### src/rtl/stopwatch_disp_pkg.sv
// Shared constants for the stopwatch seven-segment scanner: digit patterns,
// blank/dash codes, decimal-point placement and per-field limits.
package stopwatch_disp_pkg;

  localparam int NUM_DIGITS = 6;

  // Active-low {g,f,e,d,c,b,a}; element 0 is the pattern for numeral 0.
  localparam logic [0:9][6:0] SEG_DIGIT = {
    7'b1000000, 7'b1111001, 7'b0100100, 7'b0110000, 7'b0011001,
    7'b0010010, 7'b0000010, 7'b1111000, 7'b0000000, 7'b0010000
  };

  localparam logic [6:0] SEG_DASH  = 7'b0111111;
  localparam logic [7:0] SEG_BLANK = 8'hFF;

  // Decimal points after MM ones and SS ones, giving MM.SS.CC.
  localparam logic [NUM_DIGITS-1:0] DP_MASK = 6'b010100;

  localparam int MAX_MIN = 59;
  localparam int MAX_SEC = 59;
  localparam int MAX_CS  = 99;

  function automatic logic [6:0] seg_of_digit(input logic [3:0] d);
    if (d > 4'd9) return SEG_DASH;
    return SEG_DIGIT[d];
  endfunction

endpackage

### src/rtl/stopwatch_display_scan_bin2bcd_99.sv
// Combinational 7-bit binary to two BCD digits, flagging values above LIMIT.
module bin2bcd_99
  import stopwatch_disp_pkg::*;
#(
  parameter int LIMIT = MAX_CS
) (
  input  logic [6:0] bin_i,
  output logic [3:0] tens_o,
  output logic [3:0] ones_o,
  output logic       oor_o
);

  assign oor_o  = (bin_i > 7'(LIMIT));
  assign tens_o = 4'(bin_i / 7'd10);
  assign ones_o = 4'(bin_i % 7'd10);

endmodule

### src/rtl/stopwatch_display_scan.sv
// Six-digit MM.SS.CC multiplexed seven-segment scanner with per-frame input snapshot.
// Optional: define LEADING_ZERO_BLANK_EN to blank the minute tens digit when minutes < 10.
module stopwatch_display_scan
  import stopwatch_disp_pkg::*;
#(
  parameter int SCAN_DIV = 50000
) (
  input  logic                  clk,
  input  logic                  rst,
  input  logic [5:0]            min_i,
  input  logic [5:0]            sec_i,
  input  logic [6:0]            ms_10_i,
  output logic [7:0]            seg_o,
  output logic [NUM_DIGITS-1:0] an_o
);

`ifdef LEADING_ZERO_BLANK_EN
  localparam bit LZB = 1'b1;
`else
  localparam bit LZB = 1'b0;
`endif

  localparam int                CNT_W   = (SCAN_DIV > 2) ? $clog2(SCAN_DIV) : 1;
  localparam logic [CNT_W-1:0]  CNT_MAX = CNT_W'(SCAN_DIV - 1);

  logic [CNT_W-1:0]      cnt_q, cnt_d;
  logic [2:0]            idx_q, idx_d;
  logic                  run_q;
  logic [5:0]            min_q, sec_q;
  logic [6:0]            cs_q;
  logic [7:0]            seg_q, seg_d;
  logic [NUM_DIGITS-1:0] an_q, an_d;
  logic                  tick, snap;

  logic [3:0] min_tens, min_ones, sec_tens, sec_ones, cs_tens, cs_ones;
  logic       min_oor, sec_oor, cs_oor;
  logic [3:0] digit;
  logic       digit_oor;

  bin2bcd_99 #(.LIMIT(MAX_MIN)) u_min (
    .bin_i ({1'b0, min_q}),
    .tens_o(min_tens),
    .ones_o(min_ones),
    .oor_o (min_oor)
  );

  bin2bcd_99 #(.LIMIT(MAX_SEC)) u_sec (
    .bin_i ({1'b0, sec_q}),
    .tens_o(sec_tens),
    .ones_o(sec_ones),
    .oor_o (sec_oor)
  );

  bin2bcd_99 #(.LIMIT(MAX_CS)) u_cs (
    .bin_i (cs_q),
    .tens_o(cs_tens),
    .ones_o(cs_ones),
    .oor_o (cs_oor)
  );

  assign tick = (cnt_q == CNT_MAX);
  assign snap = tick && (idx_q == 3'd5);

  always_comb begin
    cnt_d = tick ? '0 : cnt_q + CNT_W'(1);
    idx_d = idx_q;
    if (tick) idx_d = (idx_q == 3'd5) ? 3'd0 : idx_q + 3'd1;
  end

  // Output decode works from the registered idx/shadow, so outputs trail tick by one cycle.
  always_comb begin
    digit     = 4'd0;
    digit_oor = 1'b0;
    case (idx_q)
      3'd0:    begin digit = cs_ones;  digit_oor = cs_oor;  end
      3'd1:    begin digit = cs_tens;  digit_oor = cs_oor;  end
      3'd2:    begin digit = sec_ones; digit_oor = sec_oor; end
      3'd3:    begin digit = sec_tens; digit_oor = sec_oor; end
      3'd4:    begin digit = min_ones; digit_oor = min_oor; end
      3'd5:    begin digit = min_tens; digit_oor = min_oor; end
      default: begin digit = 4'd0;     digit_oor = 1'b1;    end
    endcase

    seg_d = {~DP_MASK[idx_q], digit_oor ? SEG_DASH : seg_of_digit(digit)};
    an_d  = ~(NUM_DIGITS'(1) << idx_q);

    if (LZB && (idx_q == 3'd5) && (min_q < 6'd10)) seg_d = SEG_BLANK;

    // Stay dark until the first snapshot after reset has been taken.
    if (!run_q) begin
      seg_d = SEG_BLANK;
      an_d  = '1;
    end
  end

  always_ff @(posedge clk) begin
    if (!rst) begin
      cnt_q <= '0;
      idx_q <= 3'd5;
      run_q <= 1'b0;
      min_q <= '0;
      sec_q <= '0;
      cs_q  <= '0;
      seg_q <= SEG_BLANK;
      an_q  <= '1;
    end else begin
      cnt_q <= cnt_d;
      idx_q <= idx_d;
      if (tick) run_q <= 1'b1;
      if (snap) begin
        min_q <= min_i;
        sec_q <= sec_i;
        cs_q  <= ms_10_i;
      end
      seg_q <= seg_d;
      an_q  <= an_d;
    end
  end

  assign seg_o = seg_q;
  assign an_o  = an_q;

endmodule

### config.mk
export PLATFORM = sky130hd
export DESIGN_NAME = stopwatch_display_scan
export DESIGN_NICKNAME = d
export VERILOG_FILES = /design/src/rtl/stopwatch_disp_pkg.sv /design/src/rtl/stopwatch_display_scan_bin2bcd_99.sv /design/src/rtl/stopwatch_display_scan.sv
export SDC_FILE = /design/constraint.sdc
export NUM_CORES = 1
export LEC_CHECK = 0
export ABC_CLOCK_PERIOD_IN_PS = 12600
export CAP_MARGIN = 5
export CORE_MARGIN = 4
export CORE_UTILIZATION = 50
export DETAILED_ROUTE_END_ITERATION = 8
export GPL_TIMING_DRIVEN = 0
export PLACE_DENSITY = 0.71
export SLEW_MARGIN = 20
export SYNTH_ARGS = -nofsm -noshare
export SYNTH_HDL_FRONTEND = slang
export SYNTH_SLANG_ARGS = --single-unit
### constraint.sdc
create_clock -name clk -period 12.6 [get_ports clk]
set_input_delay 2.52 -clock clk [delete_from_list [all_inputs] [get_ports clk]]
set_output_delay 2.52 -clock clk [all_outputs]
set_load 0.01 [all_outputs]
==> run metrics, run 1 <==
share of total power in the clock network 39.6%; Setup violations, final 0; Required @ worst endpoint 12.86 ns; worst-path maximum fanout 10; Synth Flop Type dfxtp_1; Final nets 497; initial core utilization between 50% and 60%; DR WL/cell 14.7 um; Worst Hold Class flip-flop to flip-flop; Logic pwr share 3.4%; CTS tree yes; IO Pins 35; Max-slew headroom 40.5%; pwr/cell area 75.6 mW/mm^2; slowest CP cell a211oi_4; IO buf count 34; YS warnings 0; Slew Viols, Final 0; vias in the first global route 2849; CP arrival 5.30 ns; status finished clean; layout cells sized above 1 a little under a tenth; Root Driver clkbuf_8; crit path cell chain buf_6, nor3b_1, o21ai_2, a211oi_4, nor3_1, a2bb2oi_2, ha_1, inv_1, a31oi_2, a21oi_1, nand2_1, xnor2_1, ha_1, nor2b_1, a41oi_1, nor3_1, a2111oi_2, nor3_2, inv_1, ha_1, o31ai_1, o31a_1; Vias/cell a little under 6; final instance area between 0.003 and 0.004 mm^2; RePlAce Congestion 0.903; Tot Pwr 0.301 mW; Num CTS Buffers 5; final wirelength 7990 um; diodes inserted 0; Final Hold Viols 0; dpl hpwl 6170 um; dpl ws 7.67 ns; clock slew at reported path FFs roughly 0.1 ns; TNS Setup 0 ns; Leak 1.43 nW; Seq pwr share a little under three fifths; critical path type flip-flop to flip-flop; final core area utilization 61.4%; Antenna Nets Post-Route 0; Layout area overhead 16.4%; largest net degree at the start of global routing 19; die width 90.8 um; Post-CTS Hold Buffers 0; post-CTS sizing 0; # DRC 0; skew final 0.00615 ns; vias 3189; syn_nets between 400 and 500; Initial DRC Count between 200 and 250; post-synthesis sequential area ratio around a third; H-tree depth 2; fin crit share 40.0%; DP Area between 0.003 and 0.004 mm^2; sw power 0.0623 mW; die footprint 0.00824 mm^2; Crit path largest cell delay 0.42 ns; Synth Instances 425; final critical-path required period 5.04 ns; count of distinct cell types in the synthesized netlist between 70 and 80; Synth Area per Inst 8.06 um^2; Congestion Overflow GR 0; Post-CTS Setup Bufs 0; ys async rst share 0%; crit-path most repeated cell ha_1; most frequent cells in the layout nand2_1 (69), dfxtp_1 (54), nor2_1 (35), clkdlybuf4s50_1 (34), a21boi_0 (20); Slew @ Worst Pin 0.885 ns; Critical Path Sink Type flip-flop; Placeable Area 0.00649 mm^2; most common cell after layout, fill and taps aside nand2_1; placed instance count 536; Finished Layout Cells 544; worst skew pair latency 0.31 ns; first-pass GRT wire length ~13000 um; switching part of the total approximately a fifth; height of the die 90.8 um; Power Internal ~0.24 mW; Startpoint Class flip-flop; Fill cells around 570; fmax roughly 0.20 GHz; final setup margin 7.56 ns; All-Layer GR Usage between 15 and 20%; VDD IR max 0.0513 mV; initial antenna violation count 0; number of synthesized flops with an enable pin 0; Final Hold Slack 0.368 ns; clk buf depth 2; CTS sink cnt between 50 and 60; Std-Cell Rows 29; DR pass1 iterations 5; Syn Std Cell Area 0.00342 mm^2; RSZ-0062 raised after global routing false; max_cap viols 0; post-synthesis register bit count 54
## per-layer routing
layer	part of all wire, %	global-route usage (%)
met1	49	26.6
met2	44	31.1
met3	5.5	3.25
met4	1.7	6.12
met5	0	0
## state kept, by name (all words and copies together) (netlist names), named ones only
register and count:
an_o 6, cnt_q 16, cs_q 7, idx_q 3, min_q 6, run_q 1
sec_q 6, seg_o 8
## cell usage after synthesis, types with 3 or more instances
library cell,number,area [um^2]
a211oi_4,3,60.1
a21boi_0,20,150
a21o_1,7,52.6
a21oi_1,18,90.1
a221o_1,3,30.0
a221oi_1,3,26.3
a31o_2,3,26.3
a31oi_1,3,18.8
and2_1,7,43.8
and3_1,8,50.1
and4_1,3,26.3
buf_6,3,33.8
clkbuf_1,12,45.0
dfxtp_1,54,1080
ha_1,10,125
inv_1,13,48.8
nand2_1,69,259
nand2b_1,5,31.3
nand3_1,17,85.1
nand4_1,6,37.5
nor2_1,35,131
nor2b_1,5,31.3
nor3_1,12,60.1
nor3b_1,4,30.0
nor4_1,5,31.3
o211ai_1,4,30.0
o21ai_0,9,45.0
o22a_1,4,35.0
o22ai_1,6,37.5
o31ai_1,4,30.0
xnor2_1,7,61.3
xor2_1,8,70.1
## critical path: cells and delay by family (launching register included)
family | cells | cell delay, ns
AOI/OAI and AO/OA | 9 | 2.34
and+or+nand+nor | 6 | 0.99
adders and majority gates | 3 | 0.78
DFF | 1 | 0.36
buffers and inverters | 3 | 0.33
xor gates and xnor gates | 1 | 0.15
## path summary, 6_finish.rpt
| kind | start | to | slack (ns) | depth (start not counted) |
|---|---|---|---|---|
| worst min-delay path | flip-flop | seg_o[7] | 0.37 | 1 |
| worst max-delay path | idx_q[2] | seg_o[1] | 7.56 | 22 |
| worst max register to register | idx_q[2] | seg_o[1] | 7.56 | 22 |
| worst min register to register | flip-flop | seg_o[7] | 0.37 | 1 |
## cell families (layout without fill, tap and decap cells)
family	Yosys count	count (layout)	synth area share, %
and+or+nand+nor	189	189	27.1
AOI/OAI and AO/OA	122	122	28.5
DFF	54	54	31.6
buffers and inverters	32	74	4.35
xor gates and xnor gates	15	15	3.84
adders and majority gates	11	11	3.95
muxes	2	2	0.731
## power by group through the flow
stage	registers, mW	logic (mW)	clock network, mW
floorplan	0.176	0.00319	0
global placement	0.176	0.0102	0
CTS	0.172	0.0104	0.122
global route	0.172	0.0110	0.127
finish	0.172	0.0103	0.119
detailed placement	0.176	0.0103	0
## layout make-up
| class | count | area, um^2 | share of cell area [%] |
|---|---|---|---|
| plain buffers | 18 | 96.3 | 2.42 |
| clock buffers | 5 | 68.8 | 1.73 |
| clock inverters | 3 | 48.8 | 1.22 |
| inverters | 14 | 52.6 | 1.32 |
| multi-input cells | 339 | 2200 | 55.2 |
| flip-flops and latches | 54 | 1080 | 27.1 |
| well taps | 77 | 96.3 | 2.42 |
| repair buffers | 34 | 340 | 8.54 |
No activity file was read; power rests on OpenSTA's default activity.
==> run 2: changes to the inputs <==
--- a/config.mk
+++ b/config.mk
@@ -5,13 +5,13 @@
 export SDC_FILE = /design/constraint.sdc
 export NUM_CORES = 1
 export LEC_CHECK = 0
-export ABC_CLOCK_PERIOD_IN_PS = 12600
+export ABC_CLOCK_PERIOD_IN_PS = 4200
 export CAP_MARGIN = 5
 export CORE_MARGIN = 4
 export CORE_UTILIZATION = 50
 export DETAILED_ROUTE_END_ITERATION = 8
 export GPL_TIMING_DRIVEN = 0
-export PLACE_DENSITY = 0.71
+export PLACE_DENSITY = 0.73
 export SLEW_MARGIN = 20
 export SYNTH_ARGS = -nofsm -noshare
 export SYNTH_HDL_FRONTEND = slang
==> constraint.sdc (replaced) <==
create_clock -name clk -period 4.2 [get_ports clk]
set_input_delay 0.84 -clock clk [delete_from_list [all_inputs] [get_ports clk]]
set_output_delay 0.84 -clock clk [all_outputs]
set_load 0.01 [all_outputs]
==> run 2 against run 1 <==
Effect of this change:
- the flow now finishes with violations (setup timing)
- design area grew 14%
- global-route usage grew 2.8 points
- total power grew to 3.0 times the previous value
- hold slack gained 0.0046 ns
- cell count grew 7.2%
- non-clock buffer count grew 39
- critical endpoint is now seg_o[6]
- setup slack lost 7.8 ns
- largest cell class unchanged
- clock skew grew 0.0050 ns
==> run metrics, run 2 (same netlist as run 1, synthesis figures left out) <==
DP Area about 0.0039 mm^2; final critical-path required period 4.47 ns; Root Driver clkbuf_8; RSZ-0062 raised after global routing true; Tot Pwr 0.904 mW; Vias/cell 6.13; Initial DRC Count 307; Fill cells 483; Seq pwr share 56.8%; Final Hold Viols 0; Worst Hold Class flip-flop to flip-flop; diodes inserted 0; VDD IR max about 0.19 mV; Antenna Nets Post-Route 0; skew final 0.0111 ns; Std-Cell Rows 29; vias in the first global route 3191; max reg flops 16; RePlAce Congestion approximately 0.94; height of the die 90.8 um; share of total power in the clock network between 30% and 40%; Slew @ Worst Pin 0.887 ns; Placeable Area 0.00649 mm^2; most common cell after layout, fill and taps aside nand2_1; fin crit share 106%; Setup violations, final 7; worst skew pair latency 0.32 ns; final setup margin -0.270 ns; initial antenna violation count 0; IO buf count 34; dpl ws -0.645 ns; CTS tree yes; Final nets between 500 and 600; pwr/cell area 200 mW/mm^2; CTS sink cnt 54; clock slew at reported path FFs 0.10 ns; vias ~3600; final wirelength 9600 um; H-tree depth 2; worst-path maximum fanout 5; layout cells sized above 1 23.1%; largest net degree at the start of global routing 19; IO Pins 35; Most flops, register cnt_q; Final Hold Slack ~0.37 ns; final core area utilization 69.8%; Post-CTS Hold Buffers 0; Num CTS Buffers 5; DR pass1 iterations 5; Max-slew headroom 40.4%; fmax 0.224 GHz; dpl hpwl 6290 um; Required @ worst endpoint between 4 and 5 ns; Startpoint Class flip-flop; Critical path origin idx_q[1]; Leak 1.65 nW; Critical Path Sink Type flip-flop; die width between 90 and 100 um; sw power roughly 0.19 mW; Slew Viols, Final 0; final instance area 0.00453 mm^2; failing checks setup timing; die footprint 0.00824 mm^2; clk buf depth 2; most frequent cells in the layout nand2_1 (67), dfxtp_1 (52), buf_4 (37), nor2_1 (34), clkdlybuf4s50_1 (34); # DRC 0; Layout area overhead 32.3%; CP arrival 4.67 ns; Power Internal 0.716 mW; Congestion Overflow GR 0; first-pass GRT wire length between 15000 and 20000 um; critical path type flip-flop to flip-flop; reg2reg start idx_q[1]; max_cap viols 0; Logic pwr share 3.4%; status complete, but fails checks; All-Layer GR Usage about 22%; initial core utilization between 50 and 60%; switching part of the total 20.9%; DR WL/cell 16.5 um
[run 2: final timing paths]
check,end,slack [ns],cells past startpoint
setup reg to reg,seg_o[6],-0.27,19
setup / recovery,seg_o[6],-0.27,19
hold reg to reg,seg_o[7],0.37,1
hold / removal,seg_o[7],0.37,1
[run 2: per-layer routing]
layer | global-route usage, % | vias up | part of all wire (%)
met2 | 37.6 | 192 | 47
met4 | 6.76 | 0 | 2.9
met1 | 29.1 | 1645 | 43
li1 | - | 1702 | -
met5 | 0 | - | 0
met3 | 3.25 | 33 | 7.3
[run 2: layout make-up]
| type | count | area (um^2) | area share [%] |
|---|---|---|---|
| Inverter | 14 | 55.1 | 1.21 |
| Tap cell | 77 | 96.3 | 2.13 |
| Sequential cell | 54 | 1090 | 24.0 |
| Buffer | 17 | 87.6 | 1.93 |
| Multi-Input combinational cell | 339 | 2430 | 53.6 |
| Clock buffer | 5 | 68.8 | 1.52 |
| Timing Repair Buffer | 74 | 656 | 14.5 |
| Clock inverter | 3 | 48.8 | 1.08 |
[run 2: timing repair]
action | 4_1_cts | 5_1_grt
gates resized for setup | 27 | 23
cloned | 0 | 1
buffers inserted | 27 | 12
setup endpoints to repair | 7 | 7
pin swaps | 20 | 30
[run 2: power by group through the flow]
| stage | clock, mW | combinational (mW) | sequential (mW) |
|---|---|---|---|
| CTS | 0.364 | 0.0310 | 0.515 |
| global placement | 0 | 0.0306 | 0.527 |
| floorplan | 0 | 0.00958 | 0.527 |
| global route | 0.386 | 0.0331 | 0.515 |
| finish | 0.359 | 0.0308 | 0.514 |
| detailed placement | 0 | 0.0307 | 0.527 |
[run 2: through the flow]
step | std cells | setup TNS, ns
global route | 583 | -2.96
detailed placement | 536 | -3.88
floorplan | 425 | 0
finish | 583 | -1.70
global placement | 536 | -3.27
CTS | 571 | -0.315
[run 2: critical path: stages, from the launching register on]
cell       delay, ns
dfxtp_4         0.39
buf_6           0.11
or3b_4          0.38
a21oi_4         0.23
a211oi_4        0.09
buf_4           0.17
a21oi_4         0.14
a2bb2oi_4       0.25
ha_4            0.19
a31oi_4         0.11
a21oi_2         0.22
nand2_2         0.09
xnor2_1         0.21
ha_2            0.24
buf_4           0.13
a21oi_2         0.08
o31ai_1         0.56
and2_1          0.29
nor2_1          0.14
a221o_1         0.35
==> run 3: changes to the inputs <==
--- a/config.mk
+++ b/config.mk
@@ -9,10 +9,12 @@
 export CAP_MARGIN = 5
 export CORE_MARGIN = 4
 export CORE_UTILIZATION = 50
+export CTS_CLUSTER_DIAMETER = 150
 export DETAILED_ROUTE_END_ITERATION = 8
 export GPL_TIMING_DRIVEN = 0
-export PLACE_DENSITY = 0.73
+export PLACE_DENSITY = 0.72
 export SLEW_MARGIN = 20
 export SYNTH_ARGS = -nofsm -noshare
 export SYNTH_HDL_FRONTEND = slang
+export SYNTH_HIERARCHICAL = 1
 export SYNTH_SLANG_ARGS = --single-unit
==> run 3 against run 2 <==
Effect of this change:
- clock power shrank 12%
- register-to-register slack better by 0.29 ns
- synthesized cell count is 19% higher
- count of clock-buffer cells in the layout stayed put
- the run now ends clean
- largest power group unchanged
- die area rose by 18%
- fmax rose by 6.9%
- global-route usage shrank 2.0 points
- routed wire length up 5.9%
- setup slack better by 0.29 ns
- critical path depth stayed put
==> run metrics, run 3 <==
worst-path maximum fanout 8; final instance area slightly below 0.005 mm^2; clk buf depth 2; height of the die between 90 and 100 um; global route hottest layer met2; Worst Hold Class flip-flop to flip-flop; critical path type flip-flop to flip-flop; Bufs and invs on worst path 2; Post-synth top cells nand2_1 (69), dfxtp_1 (54), nor2_1 (42); Final nets ~600; vias ~3900; DP Area ~0.0046 mm^2; Post-CTS Hold Buffers 0; IO buf count 34; number of synthesized flops with an enable pin 0; max reg flops 16; pwr/cell area 187 mW/mm^2; post-synthesis register bit count 54; top cells by area, synth dfxtp_1 (26%), nand2_1 (6.3%), ha_1 (4.0%), nor2_1 (3.8%), xnor2_1 (3.2%); final wirelength 10200 um; CTS tree yes; # DRC 0; initial core utilization a little over half; YS warnings 6; largest net degree at the start of global routing 20; Startpoint Class flip-flop; Required @ worst endpoint 4.42 ns; Setup violations, final 0; Num CTS Buffers 5; Synth top area share 26.4%; area of the multi-input gates 0.00282 mm^2; CTS sink cnt 54; most frequent cells in the layout nand2_1 (69), dfxtp_1 (50), nor2_1 (42), clkdlybuf4s50_1 (34), buf_4 (25); die footprint 0.00970 mm^2; Synth Area per Inst 8.09 um^2; max_cap viols 0; Slew Viols, Final 0; VDD IR max 0.166 mV; vias in the first global route 3574; clock slew at reported path FFs 0.11 ns; RSZ-0062 raised after global routing true; Std-Cell Rows 32; status finished clean; die width just under 100 um; CP arrival 4.40 ns; Final Hold Viols 0; Fill cells 705; fin crit share roughly 100%; Placeable Area 0.00785 mm^2; Leak 1.84 nW; post-synthesis sequential area ratio 26.4%; final critical-path required period 4.18 ns; layout cells sized above 1 18.7%; RePlAce Congestion 0.926; dpl hpwl 7350 um; IO Pins 35; dpl ws -0.455 ns; Synth area leader dfxtp_1; ys async rst share 0%; DR WL/cell 15.1 um; Most flops, register cnt_q; diodes inserted 0; Crit path largest cell delay 0.56 ns; Congestion Overflow GR 0; worst skew pair latency around 0.32 ns; H-tree depth 2; fmax 0.239 GHz; first-pass GRT wire length around 17000 um; count leader, synth nand2_1; skew final about 0.0078 ns; Synth Instances between 500 and 600; Antenna Nets Post-Route 0; grt met1 use roughly a quarter; slowest CP cell or4_4; met3 GRT Util around 3.7%; Syn Std Cell Area 0.00410 mm^2; crit path cell chain buf_6, nand2b_4, o21ai_2, a221oi_2, nor2_1, a31oi_1, ha_2, o21a_1, a21oi_2, or4_4, o2111ai_4, xnor2_2, mux2i_1, o21ai_1, a221oi_2, inv_1, ha_2, or4_1, o31a_1; Layout area overhead 19.9%; All-Layer GR Usage 20.3%; final setup margin 0.0187 ns; Critical Path Sink Type flip-flop; Vias/cell roughly 5.8; initial antenna violation count 0; final core area utilization 62.6%; most common cell after layout, fill and taps aside nand2_1; Reg area 0.00109 mm^2; Synth Flop Type dfxtp_1; Initial DRC Count 156; count of distinct cell types in the synthesized netlist between 90 and 100; Root Driver clkbuf_8; grt met2 use a little over a third; DR pass1 iterations 5; cell family with most CP delay compound AO/OA/AOI/OAI gates
run 3: cell count changes after synthesis, moves of 7 or more:
| cell | previous run | this run |
|---|---|---|
| a21boi_0 | 20 | 10 |
| a21boi_1 | 0 | 11 |
| buf_2 | 2 | 16 |
| buf_4 | 1 | 8 |
| mux2i_1 | 1 | 11 |
| nor2_1 | 35 | 42 |
| nor3_1 | 12 | 5 |
| o21ai_0 | 9 | 17 |
| o221ai_1 | 0 | 7 |
| xnor2_1 | 7 | 15 |
run 3: logic make-up (layout without fill, tap and decap cells):
kind of cell / count (synthesis) / after routing / share of synthesized area (%)
mux: 16 / 16 / 4.43
simple gates: 197 / 197 / 24.4
compound gates: 140 / 140 / 27.5
xor+xnor: 26 / 26 / 5.74
other cells: 1 / 8 / 0.0916
fa+ha+maj: 14 / 14 / 4.22
buf+inv: 58 / 116 / 7.30
flops: 54 / 54 / 26.4
run 3: stage by stage:
| step | instances | total power [mW] | hold slack, ns | setup TNS [ns] |
|---|---|---|---|---|
| after floorplan | 513 | 0.579 | 0.343 | 0 |
| after global placement | 649 | 0.608 | 0.359 | -0.927 |
| after detailed placement | 649 | 0.609 | 0.359 | -1.38 |
| after CTS | 666 | 0.925 | 0.381 | 0 |
| after global routing | 673 | 0.957 | 0.389 | -0.550 |
| final | 673 | 0.917 | 0.373 | 0 |
run 3: routing by layer:
| layer | up-vias | share of wire (%) | routed length, um |
|---|---|---|---|
| met1 | 1859 | 43 | 4370 |
| met4 | 0 | 1.6 | 163 |
| met3 | 20 | 4.9 | 502 |
| met2 | 97 | 50 | 5120 |
| li1 | 1936 | - | - |
| met5 | - | 0 | 0 |
run 3: final timing paths:
kind / slack (ns) / to / depth (start not counted) / startpoint
setup / recovery: 0.02 / seg_o[5] / 19 / cs_q[6]
hold / removal: 0.37 / seg_o[7] / 1 / flip-flop
setup reg to reg: 0.02 / seg_o[5] / 19 / cs_q[6]
hold reg to reg: 0.37 / seg_o[7] / 1 / flip-flop
run 3: worst reg2reg max path: stages, from the launching register on:
cell and delay (ns):
dfxtp_2 0.35, buf_6 0.13, nand2b_4 0.16, o21ai_2 0.06, a221oi_2 0.22, nor2_1 0.07
a31oi_1 0.24, ha_2 0.28, o21a_1 0.17, a21oi_2 0.04, or4_4 0.56, o2111ai_4 0.15
xnor2_2 0.10, mux2i_1 0.16, o21ai_1 0.12, a221oi_2 0.35, inv_1 0.13, ha_2 0.19
or4_1 0.47, o31a_1 0.12
run 3: cell type report:
type | instances | area share [%]
inverters | 22 | 1.68
clock buffers | 5 | 1.40
multi-input cells | 401 | 57.4
well taps | 102 | 2.60
repair buffers | 50 | 9.38
clock inverters | 3 | 0.586
plain buffers | 36 | 4.74
flip-flops and latches | 54 | 22.2
run 3: power breakdown:
group | internal (mW) | switching, mW | leakage, nW | total, mW
logic | 0.0455 | 0.0398 | 1.35 | 0.0853
registers | 0.513 | 0.00235 | 0.439 | 0.515
clock network | 0.124 | 0.192 | 0.0502 | 0.316
run 3: what timing repair did:
| action | CTS | global route |
|---|---|---|
| pin swaps | 3 | 9 |
| setup buffers | 9 | 7 |
| gates resized for setup | 10 | 24 |
| endpoints found under the setup margin | 7 | 6 |
